--- config.mk ---
export PLATFORM = sky130hd
export DESIGN_NAME = apb_req_arbiter
export DESIGN_NICKNAME = d
export VERILOG_FILES = /design/src/rtl/apb_req_arbiter.sv
export SDC_FILE = /design/constraint.sdc
export NUM_CORES = 1
export LEC_CHECK = 0
export ABC_AREA = 1
export CAP_MARGIN = 10
export CORE_ASPECT_RATIO = 1.2
export CORE_MARGIN = 2
export CORE_UTILIZATION = 44
export CTS_BUF_LIST = sky130_fd_sc_hd__clkbuf_8 sky130_fd_sc_hd__clkbuf_16
export CTS_CLUSTER_DIAMETER = 100
export DETAILED_ROUTE_END_ITERATION = 8
export GPL_ROUTABILITY_DRIVEN = 1
export PLACE_DENSITY = 0.86
export SLEW_MARGIN = 5
export SYNTH_ARGS = -nofsm -noshare
export SYNTH_HDL_FRONTEND = slang
export SYNTH_SLANG_ARGS = --single-unit
--- constraint.sdc ---
create_clock -name clk -period 4.47 [get_ports clk]
set_clock_uncertainty 0.15 [all_clocks]
set_input_delay 0.6705 -clock clk [delete_from_list [all_inputs] [get_ports clk]]
set_output_delay 0.6705 -clock clk [all_outputs]
set_load 0.01 [all_outputs]
--- src/rtl/apb_req_arbiter.sv ---
// Two-requester round-robin arbiter driving a single APB master port.
// One transfer in flight at a time; illegal addresses are answered locally without touching the bus.
module apb_req_arbiter #(
  parameter int               ADDRW   = 32,
  parameter int               DATAW   = 32,
  parameter int               NREQ    = 2,
  parameter logic [ADDRW-1:0] MAXADDR = 32'h24
) (
  input  logic                  clk,
  input  logic                  rst,
  input  logic [NREQ-1:0]       req_valid,
  output logic [NREQ-1:0]       req_ready,
  input  logic [NREQ-1:0]       req_write,
  input  logic [NREQ*ADDRW-1:0] req_addr,
  input  logic [NREQ*DATAW-1:0] req_wdata,
  output logic [NREQ-1:0]       rsp_valid,
  output logic                  rsp_err,
  output logic [DATAW-1:0]      rsp_rdata,
  output logic                  psel,
  output logic                  penable,
  output logic                  pwrite,
  output logic [ADDRW-1:0]      paddr,
  output logic [DATAW-1:0]      pwdata,
  input  logic [DATAW-1:0]      prdata,
  output logic [2:0]            state_o
);

  // Handshake: a command transfers on a rising edge where req_valid[i] && req_ready[i];
  // requesters hold their command stable until then and may drop or replace it afterwards.
  typedef enum logic [2:0] {
    S_IDLE    = 3'd0,
    S_SETUP   = 3'd1,
    S_ACCESS  = 3'd2,
    S_CAPTURE = 3'd3,
    S_RESP    = 3'd4
  } state_t;

  state_t           state_q, state_d;
  logic             ptr_q, ptr_d;
  logic             gnt_q, gnt_d;
  logic             wr_q, wr_d;
  logic             err_q, err_d;
  logic [ADDRW-1:0] addr_q, addr_d;
  logic [DATAW-1:0] wdata_q, wdata_d;
  logic [DATAW-1:0] rdata_q, rdata_d;

  logic             win;
  logic [ADDRW-1:0] sel_addr;
  logic             legal;

  assign state_o = state_q;

  always_comb begin
    win = ptr_q;
    if (!(req_valid[0] && req_valid[1])) win = req_valid[1];
    sel_addr = win ? req_addr[ADDRW +: ADDRW] : req_addr[0 +: ADDRW];
    legal    = (sel_addr[1:0] == 2'b00) && (sel_addr <= MAXADDR);
  end

  always_comb begin
    state_d = state_q;
    ptr_d   = ptr_q;
    gnt_d   = gnt_q;
    wr_d    = wr_q;
    err_d   = err_q;
    addr_d  = addr_q;
    wdata_d = wdata_q;
    rdata_d = rdata_q;
    req_ready = '0;

    case (state_q)
      S_IDLE: begin
        if ((|req_valid) && !rst) begin
          req_ready[win] = 1'b1;
          gnt_d   = win;
          wr_d    = req_write[win];
          addr_d  = sel_addr;
          wdata_d = win ? req_wdata[DATAW +: DATAW] : req_wdata[0 +: DATAW];
          err_d   = !legal;
          rdata_d = '0;
          ptr_d   = !win;
          state_d = legal ? S_SETUP : S_RESP;
        end
      end
      S_SETUP:   state_d = S_ACCESS;
      S_ACCESS:  state_d = wr_q ? S_RESP : S_CAPTURE;
      S_CAPTURE: begin
        rdata_d = prdata;
        state_d = S_RESP;
      end
      S_RESP:    state_d = S_IDLE;
      default:   state_d = S_IDLE;
    endcase
  end

  // Bus and response outputs decode from registered state only, so prdata never reaches them combinationally.
  always_comb begin
    psel      = (state_q == S_SETUP) || (state_q == S_ACCESS);
    penable   = (state_q == S_ACCESS);
    pwrite    = psel ? wr_q : 1'b0;
    paddr     = psel ? addr_q : '0;
    pwdata    = psel ? wdata_q : '0;
    rsp_valid = '0;
    if (state_q == S_RESP) rsp_valid[gnt_q] = 1'b1;
    rsp_err   = (state_q == S_RESP) && err_q;
    rsp_rdata = (state_q == S_RESP) ? rdata_q : '0;
  end

  always_ff @(posedge clk) begin
    if (rst) begin
      state_q <= S_IDLE;
      ptr_q   <= 1'b0;
      gnt_q   <= 1'b0;
      wr_q    <= 1'b0;
      err_q   <= 1'b0;
      addr_q  <= '0;
      wdata_q <= '0;
      rdata_q <= '0;
    end else begin
      state_q <= state_d;
      ptr_q   <= ptr_d;
      gnt_q   <= gnt_d;
      wr_q    <= wr_d;
      err_q   <= err_d;
      addr_q  <= addr_d;
      wdata_q <= wdata_d;
      rdata_q <= rdata_d;
    end
  end

endmodule

# [Word level (Yosys, flattened, before mapping)]
# Cells that the tools add are included.
[op_classes] n_lt_le_gt_ge=5 n_eq_ne=5 n_mux=22 n_reduce_logical=16
[ops] operator="2-to-1 mux 32 bit" count=6
[ops] operator="one-hot mux 32 bit (2 select lines)" count=1
[ops] operator="less-or-equal comparator 32 x 6 -> 1 bit (second input constant)" count=1
[ops] operator="one-hot mux 3 bit (4 select lines)" count=1
[ops] operator="2-to-1 mux 3 bit" count=3
[ops] operator="equality test 3 x 2 -> 1 bit (second input constant)" count=2
[ops] operator="logical AND 1 bit" count=6
[ops] operator="2-to-1 mux 1 bit" count=6
[ops] operator="2-to-1 mux 2 bit" count=3
[ops] operator="< comparator 1 x 2 -> 1 bit (second input constant)" count=2
[ops] operator="AND reduction 2 bit" count=2
[ops] operator="equality test 3 x 1 -> 1 bit (second input constant)" count=1
[ops] operator="equality test 3 bit (second input constant)" count=1
[ops] operator="zero test 1 bit" count=3
[ops] operator="zero test 3 bit" count=1
[ops] operator="demux 1 bit (select 1 bit)" count=2
[ops] operator=">= comparator 1 bit (second input constant)" count=2
[ops] operator="zero test 2 bit" count=1
[ops] operator="inequality test 2 bit (second input constant)" count=1
[ops] operator="nonzero test 2 bit" count=1
[ops] operator="OR reduction 2 bit" count=1
[ops] operator="logical OR 1 bit" count=1
[word_totals] regBits=103

# [Logic depth before layout (Yosys ltp)]
# Gate-level depths: netlist (run 1).
[logic_depth] ltp_word=8 ltp_mapped=13

# [Worst setup path after synthesis (run 1)]
# OpenSTA, ideal clock, no wires.
[synth_timing] path_kind="input-to-output" from="in rst" to="out req_ready[1]" arrival_ns=1.484 t_required_ns=3.649 slack_ns=2.165 path_stages=7 cell_sequence="buf_2 -> inv_2 -> o21ai_2 -> nor2_4 -> nand3_1 -> inv_2 -> buf_4"
[synth_between] elab_chain_cells=4
[synth_lines] element="start, declared" line="10" text="input logic rst,"
[synth_lines] element="zero test 1 bit" line="73" text="if ((|req_valid) && !rst) begin"
[synth_lines] element="logical AND 1 bit" line="73"
[synth_lines] element="2-to-1 mux 2 bit" line="73"
[synth_lines] element="2-to-1 mux 2 bit" line="71" text="case (state_q)"
[synth_lines] element="end, declared" line="12" text="output logic [NREQ-1:0] req_ready,"
# Every way passes these cells.

# [Worst setup path after layout (run 1)]
[layout_timing] from="reg state_q[2], in the netlist state_o[2]" to="out paddr[15]"
[layout_between] elab_chain_cells=3 word_cells_on_any_way=4 classes_between="2 x eq/ne; 1 x mux; 1 x reduce/logical"
[layout_lines] element="start, declared" line="38" text="state_t state_q, state_d;"
[layout_lines] element="start signal, assigned" line="120" text="state_q <= state_d;"
[layout_lines] element="equality test 3 x 1 -> 1 bit or equality test 3 x 2 -> 1 bit (tied branches)" line="98" text="psel = (state_q == S_SETUP) || (state_q == S_ACCESS);"
[layout_lines] element="logical OR 1 bit (*)" line="98"
[layout_lines] element="2-to-1 mux 32 bit (*)" line="101" text="paddr = psel ? addr_q : '0;"
[layout_lines] element="end, declared" line="22" text="output logic [ADDRW-1:0] paddr,"
# Mark *: on every way between the ends. The rest lies on a longest branch, timed or not.

==> run_results.csv, run 1 <==
group,metric,value,unit
outcome,status,"finished clean",
clocking,cts_buffer_depth,2,
die,start_util,44.71,%
sta,worst_hold_slack,0.3255,ns
clocking,clk_latency,0.34,ns
routing,drtIter0Drc,426,
job,cap_viol_max_count,0,
global_routing,gr-total-overflow,0,
final_layout,final_cell_mix,"271 x clkdlybuf4s50_1, 222 x nand2_1, 135 x inv_1",
die,die_w,104.8,um
global_routing,grt.total_usage,26.29,%
routing,vias,5991,
clocking,cts_made_buffers,9,
hold_path,hp-class,"flop to flop",
synthesis,synthCells,844,
clocking,root_buffer,"clkbuf_16",
synthesis,syn-mean-instance-area,6.358,sq um
sta,tightest_slew,0.7584,ns
final_layout,syn2layout_area_growth,56.47,%
clocking,cts_resized,0,
clocking,ctsHoldBuffers,0,
place,place_congestion,0.9472,
sta,relSlewSlack,49.44,%
final_layout,drive_gt1_share,3.970,%
sta,maxClockFrequency,291.2,MHz
place,io_buffers,272,
sta,hold_violations,0,
worst_setup_path,critPathLaunchType,"flop",
place,hpwl,12.76,mm
final_layout,finish.cell_count_without_fillers,1244,
sta,slew_viol_final,0,
global_routing,antenna_found_initial,1,
worst_setup_path,critPathCaptureType,"output port",
sta,finalCriticalPeriod,3.434,ns
routing,firstDrtPassIters,5,
power_and_ir_drop,p_leak,3.149,nW
worst_setup_path,worstPathRequired,3.65,ns
global_routing,grt_max_degree,90,
clocking,clk_pin_slew_worst_paths,0.07,ns
die,die_area,13100,sq um
die,die_y,125.0,um
worst_setup_path,crit_fanout,34,
clocking,post_cts_buffers,0,
final_layout,n_antenna_cell,0,
power_and_ir_drop,peakVddDrop,183.7,uV
final_layout,nNetsFinal,1244,
worst_setup_path,worstSetupPathType,"flop to output port",
routing,drc_errors,0,
routing,wl_per_cell,14.00,um
worst_setup_path,critical_path_arrival,2.61,ns
synthesis,yosys_warnings,0,
routing,avgViaCountPerCell,4.816,
die,io_pins,273,
synthesis,ys_types,26,
place,placed_cells,1228,
routing,ant_nets,0,
global_routing,first_global_vias,5552,
sta,rsz0062_at_grt,"no",
sta,fin_crit_sh,76.82,%
sta,setup_viol,0,
die,row_count,44,
global_routing,grt_pass1_wl,27.99,mm
synthesis,ys_seq_elements,103,
die,coreArea,12000,sq um
clocking,cts_max_level,3,
clocking,clock-sinks,103,
routing,drt-total-wl,17.42,mm
power_and_ir_drop,pwr_density_cell,276.1,nW/um^2
hold_path,hold_path_depth,2,
synthesis,syn-num-nets,1010,
final_layout,final_common_cell,"clkdlybuf4s50_1",
synthesis,seq_area_frac_synth,38.42,%
sta,setup_tns,0,ns
clocking,cts_tree,"built",
synthesis,synth_area,5366,sq um
worst_setup_path,ff2ff_path_depth,7,
-- path summary, 6_finish.rpt --
path	to	startpoint	slack, ns
worst min register to register	addr_q[5]$_SDFFE_PP0P_	addr_q[5]$_SDFFE_PP0P_	0.33
worst max register to register	wdata_q[13]$_SDFFE_PP0P_	state_o[0]$_SDFFE_PP0P_	2.21
worst max-delay path	paddr[15]	state_o[2]$_SDFFE_PP0P_	1.04
worst min-delay path	addr_q[5]$_SDFFE_PP0P_	addr_q[5]$_SDFFE_PP0P_	0.33
-- kinds of logic after synthesis --
logic type | after synthesis | synth area share (%)
AND/OR/NAND/NOR | 434 | 34.86
buffers and inverters | 200 | 15.62
AO/OA/AOI/OAI | 107 | 11.10
flip-flops | 103 | 38.42
-- Yosys cell counts --
master	number	area, sq um
nor2_1	107	401.6
nor3_2	1	10.01
a21oi_1	36	180.2
nor3_4	1	16.27
buf_2	22	110.1
a211oi_1	1	7.510
clkbuf_1	17	63.81
o21ai_0	11	55.05
inv_1	133	499.2
a31oi_1	35	219.0
nand3b_1	27	202.7
nor2_2	2	12.51
a211oi_2	1	12.51
inv_2	10	37.54
o21ai_1	21	105.1
buf_4	8	60.06
buf_6	4	45.04
nand3_2	1	10.01
nand2_1	222	833.3
nand2_4	2	22.52
buf_1	6	22.52
dfxtp_1	103	2062
o31ai_1	1	7.510
nand3_1	70	350.3
nor2_4	1	11.26
o21ai_2	1	8.760
-- worst max-delay path: stages (launching register included) --
cell and delay (ns):
dfxtp_1 0.46, inv_2 0.09, nand3_1 0.10, nand2_1 0.09, inv_2 0.45, buf_4 0.45
nor2_1 0.07, clkdlybuf4s50_1 0.54
-- report_power, final --
part           switching, W  internal [W]
Combinational      0.000204      0.000208
Clock              0.000345      0.000545
Sequential        0.0000342      0.000982
-- sequential cells by signal, summed over array words and instances, names as in the netlist --
| signal | count |
|---|---|
| rdata_q | 32 |
| err_q | 1 |
| ptr_q | 1 |
| state_o | 3 |
| addr_q | 32 |
| wr_q | 1 |
| gnt_q | 1 |
| wdata_q | 32 |
-- metal layers --
metal / vias up / GRT usage [%] / part of all wire, %
met3: 36 / 6.830 / 8.2
li1: 3056 / - / -
met2: 247 / 45.19 / 49
met5: - / 0 / 0.057
met4: 2 / 8.784 / 2.7
met1: 2650 / 31.86 / 40
-- cell type report --
type                       instances  area, sq um
fill                            1033         3605
timing repair buffer             280         2790
multi-input combinational        541         2466
sequential                       103         2062
inverter                         143        538.0
clock buffer                       9        225.2
tap                              161        201.4
clock inverter                     7        113.9
-- through the flow --
| step | utilization, % | total power [W] | area, sq um | setup WS, ns |
|---|---|---|---|---|
| after global placement | 67.14 | 0.001441 | 8058 | 1.092 |
| final | 69.96 | 0.002318 | 8397 | 1.036 |
| after global routing | 69.96 | 0.002428 | 8397 | 0.8388 |
| after detailed placement | 67.14 | 0.001449 | 8058 | 1.076 |
| after CTS | 69.96 | 0.002331 | 8397 | 0.9888 |
| after floorplan | - | 0.001247 | 5366 | 2.166 |
No activity file was read; power rests on OpenSTA's default activity.
==> inputs of run 2 (changes only) <==
--- a/config.mk
+++ b/config.mk
@@ -9,12 +9,12 @@
 export CAP_MARGIN = 10
 export CORE_ASPECT_RATIO = 1.2
 export CORE_MARGIN = 2
-export CORE_UTILIZATION = 44
+export CORE_UTILIZATION = 41
 export CTS_BUF_LIST = sky130_fd_sc_hd__clkbuf_8 sky130_fd_sc_hd__clkbuf_16
 export CTS_CLUSTER_DIAMETER = 100
 export DETAILED_ROUTE_END_ITERATION = 8
 export GPL_ROUTABILITY_DRIVEN = 1
-export PLACE_DENSITY = 0.86
+export PLACE_DENSITY = 0.81
 export SLEW_MARGIN = 5
 export SYNTH_ARGS = -nofsm -noshare
 export SYNTH_HDL_FRONTEND = slang
==> constraint.sdc (replaced) <==
create_clock -name clk -period 3.5 [get_ports clk]
set_clock_uncertainty 0.15 [all_clocks]
set_input_delay 0.525 -clock clk [delete_from_list [all_inputs] [get_ports clk]]
set_output_delay 0.525 -clock clk [all_outputs]
set_load 0.01 [all_outputs]
==> run_results.csv, run 2 (synthesis gave the netlist of run 1 again) <==
group,metric,value,unit
outcome,status,"finished clean",
global_routing,antenna_found_initial,0,
worst_setup_path,critPathLaunchType,"flop",
place,place_congestion,0.8897,
worst_setup_path,r2r-end,"state_o[2]$_SDFFE_PP0P_",
worst_setup_path,r2r-start,"ptr_q$_SDFFE_PP0P_",
routing,wl_per_cell,14.10,um
routing,avgViaCountPerCell,4.818,
clocking,root_buffer,"clkbuf_16",
die,die_w,108.4,um
final_layout,reg.largest.list,"addr_q: 32 flops, rdata_q: 32 flops, wdata_q: 32 flops",
final_layout,final_cell_mix,"271 x clkdlybuf4s50_1, 222 x nand2_1, 134 x inv_1",
sta,tightest_slew,0.7835,ns
clocking,post_cts_buffers,0,
place,io_buffers,272,
clocking,clock-sinks,103,
die,row_count,45,
hold_path,hp-class,"flop to flop",
final_layout,seq_area,2062,sq um
global_routing,first_global_vias,5521,
hold_path,hold_path_depth,2,
power_and_ir_drop,peakVddDrop,201.0,uV
place,dp_slack,0.6492,ns
worst_setup_path,critical_path_arrival,2.49,ns
clocking,clk_pin_slew_worst_paths,0.07,ns
worst_setup_path,worstPathRequired,2.82,ns
clocking,cts_tree,"built",
clocking,cts_made_buffers,9,
die,coreArea,12720,sq um
worst_setup_path,critPathCaptureType,"output port",
power_and_ir_drop,p_leak,3.165,nW
die,die_y,129.3,um
sta,rsz0062_at_grt,"no",
sta,maxClockFrequency,316.0,MHz
sta,setup_tns,0,ns
job,cap_viol_max_count,0,
worst_setup_path,crit_fanout,29,
clocking,cts_max_level,3,
worst_setup_path,worstSetupPathType,"flop to output port",
global_routing,grt_max_degree,71,
final_layout,nNetsFinal,1251,
clocking,ctsHoldBuffers,0,
final_layout,n_antenna_cell,0,
global_routing,gr-total-overflow,0,
final_layout,finish.cell_count_without_fillers,1254,
die,start_util,42.17,%
die,io_pins,273,
die,die_area,14020,sq um
routing,drtIter0Drc,355,
final_layout,multi_input_area,2466,sq um
sta,hold_violations,0,
routing,drt-total-wl,17.68,mm
sta,slew_viol_final,0,
global_routing,grt_pass1_wl,27.01,mm
routing,vias,6042,
clocking,clk_latency,0.34,ns
final_layout,n_fill_cell,1132,
global_routing,grt.total_usage,24.41,%
routing,ant_nets,0,
place,hpwl,12.99,mm
hold_path,hp-start,"addr_q[15]$_SDFFE_PP0P_",
final_layout,final_common_cell,"clkdlybuf4s50_1",
sta,finalCriticalPeriod,3.164,ns
sta,relSlewSlack,47.77,%
sta,fin_crit_sh,90.41,%
final_layout,syn2layout_area_growth,56.84,%
clocking,cts_buffer_depth,2,
clocking,cts_resized,0,
sta,setup_slack,0.3358,ns
final_layout,drive_gt1_share,4.679,%
hold_path,min_to,"addr_q[15]$_SDFFE_PP0P_",
worst_setup_path,ff2ff_path_depth,13,
power_and_ir_drop,pwr_density_cell,335.6,nW/um^2
routing,drc_errors,0,
worst_setup_path,rrSetupSlack,1.40,ns
place,placed_cells,1238,
sta,setup_viol,0,
routing,firstDrtPassIters,4,
run 2: worst max-delay path by stage:
stage	endpoint	depth (start not counted)	slack, ns	start
detailed placement	req_ready[1]	6	0.65	req_valid[0]
floorplan	paddr[12]	7	1.37	state_o[2]$_SDFFE_PP0P_
global route	paddr[25]	7	0.19	state_o[2]$_SDFFE_PP0P_
finish	pwdata[5]	7	0.34	state_o[2]$_SDFFE_PP0P_
CTS	pwdata[5]	7	0.33	state_o[2]$_SDFFE_PP0P_
global placement	req_ready[1]	6	0.69	req_valid[0]
run 2: area by class of cell:
cell class                      instances  share of cell area (%)
Clock buffer                            9                   2.676
Clock inverter                          7                  0.7730
Inverter                              143                   6.392
Multi-Input combinational cell        541                   29.30
Sequential cell                       103                   24.50
Tap cell                              164                   2.438
Timing Repair Buffer                  287                   33.92
run 2: per-layer routing:
layer	GRT usage [%]	vias to the layer above	wire, um
li1	-	3081	-
met1	28.71	2691	7264
met2	42.61	234	8535
met3	6.590	36	1389
met4	8.522	0	492
met5	0	-	0
run 2: per-stage QoR:
stage | hold WS [ns] | instance area [sq um] | power, W | util, %
5_1_grt | 0.3468 | 8417 | 0.002969 | 66.15
3_5_place_dp | 0.3144 | 8127 | 0.001864 | 63.86
2_1_floorplan | 0.2965 | 5366 | 0.001593 | -
6_report | 0.3244 | 8417 | 0.002825 | 66.15
3_3_place_gp | 0.3111 | 8127 | 0.001858 | 63.86
4_1_cts | 0.3243 | 8417 | 0.002842 | 66.15
run 2: power breakdown:
group | switching, W | internal [W]
sequential | 0.0000443 | 0.00125
clock | 0.000438 | 0.000550
combinational | 0.000263 | 0.000275
total | 0.000745 | 0.00208
run 2: critical path, stage by stage (launching register included):
cell             delay (ns)
dfxtp_1                0.46
inv_2                  0.08
nand3_1                0.10
nand2_1                0.08
inv_2                  0.44
buf_4                  0.39
nor2_1                 0.09
clkdlybuf4s50_1        0.50
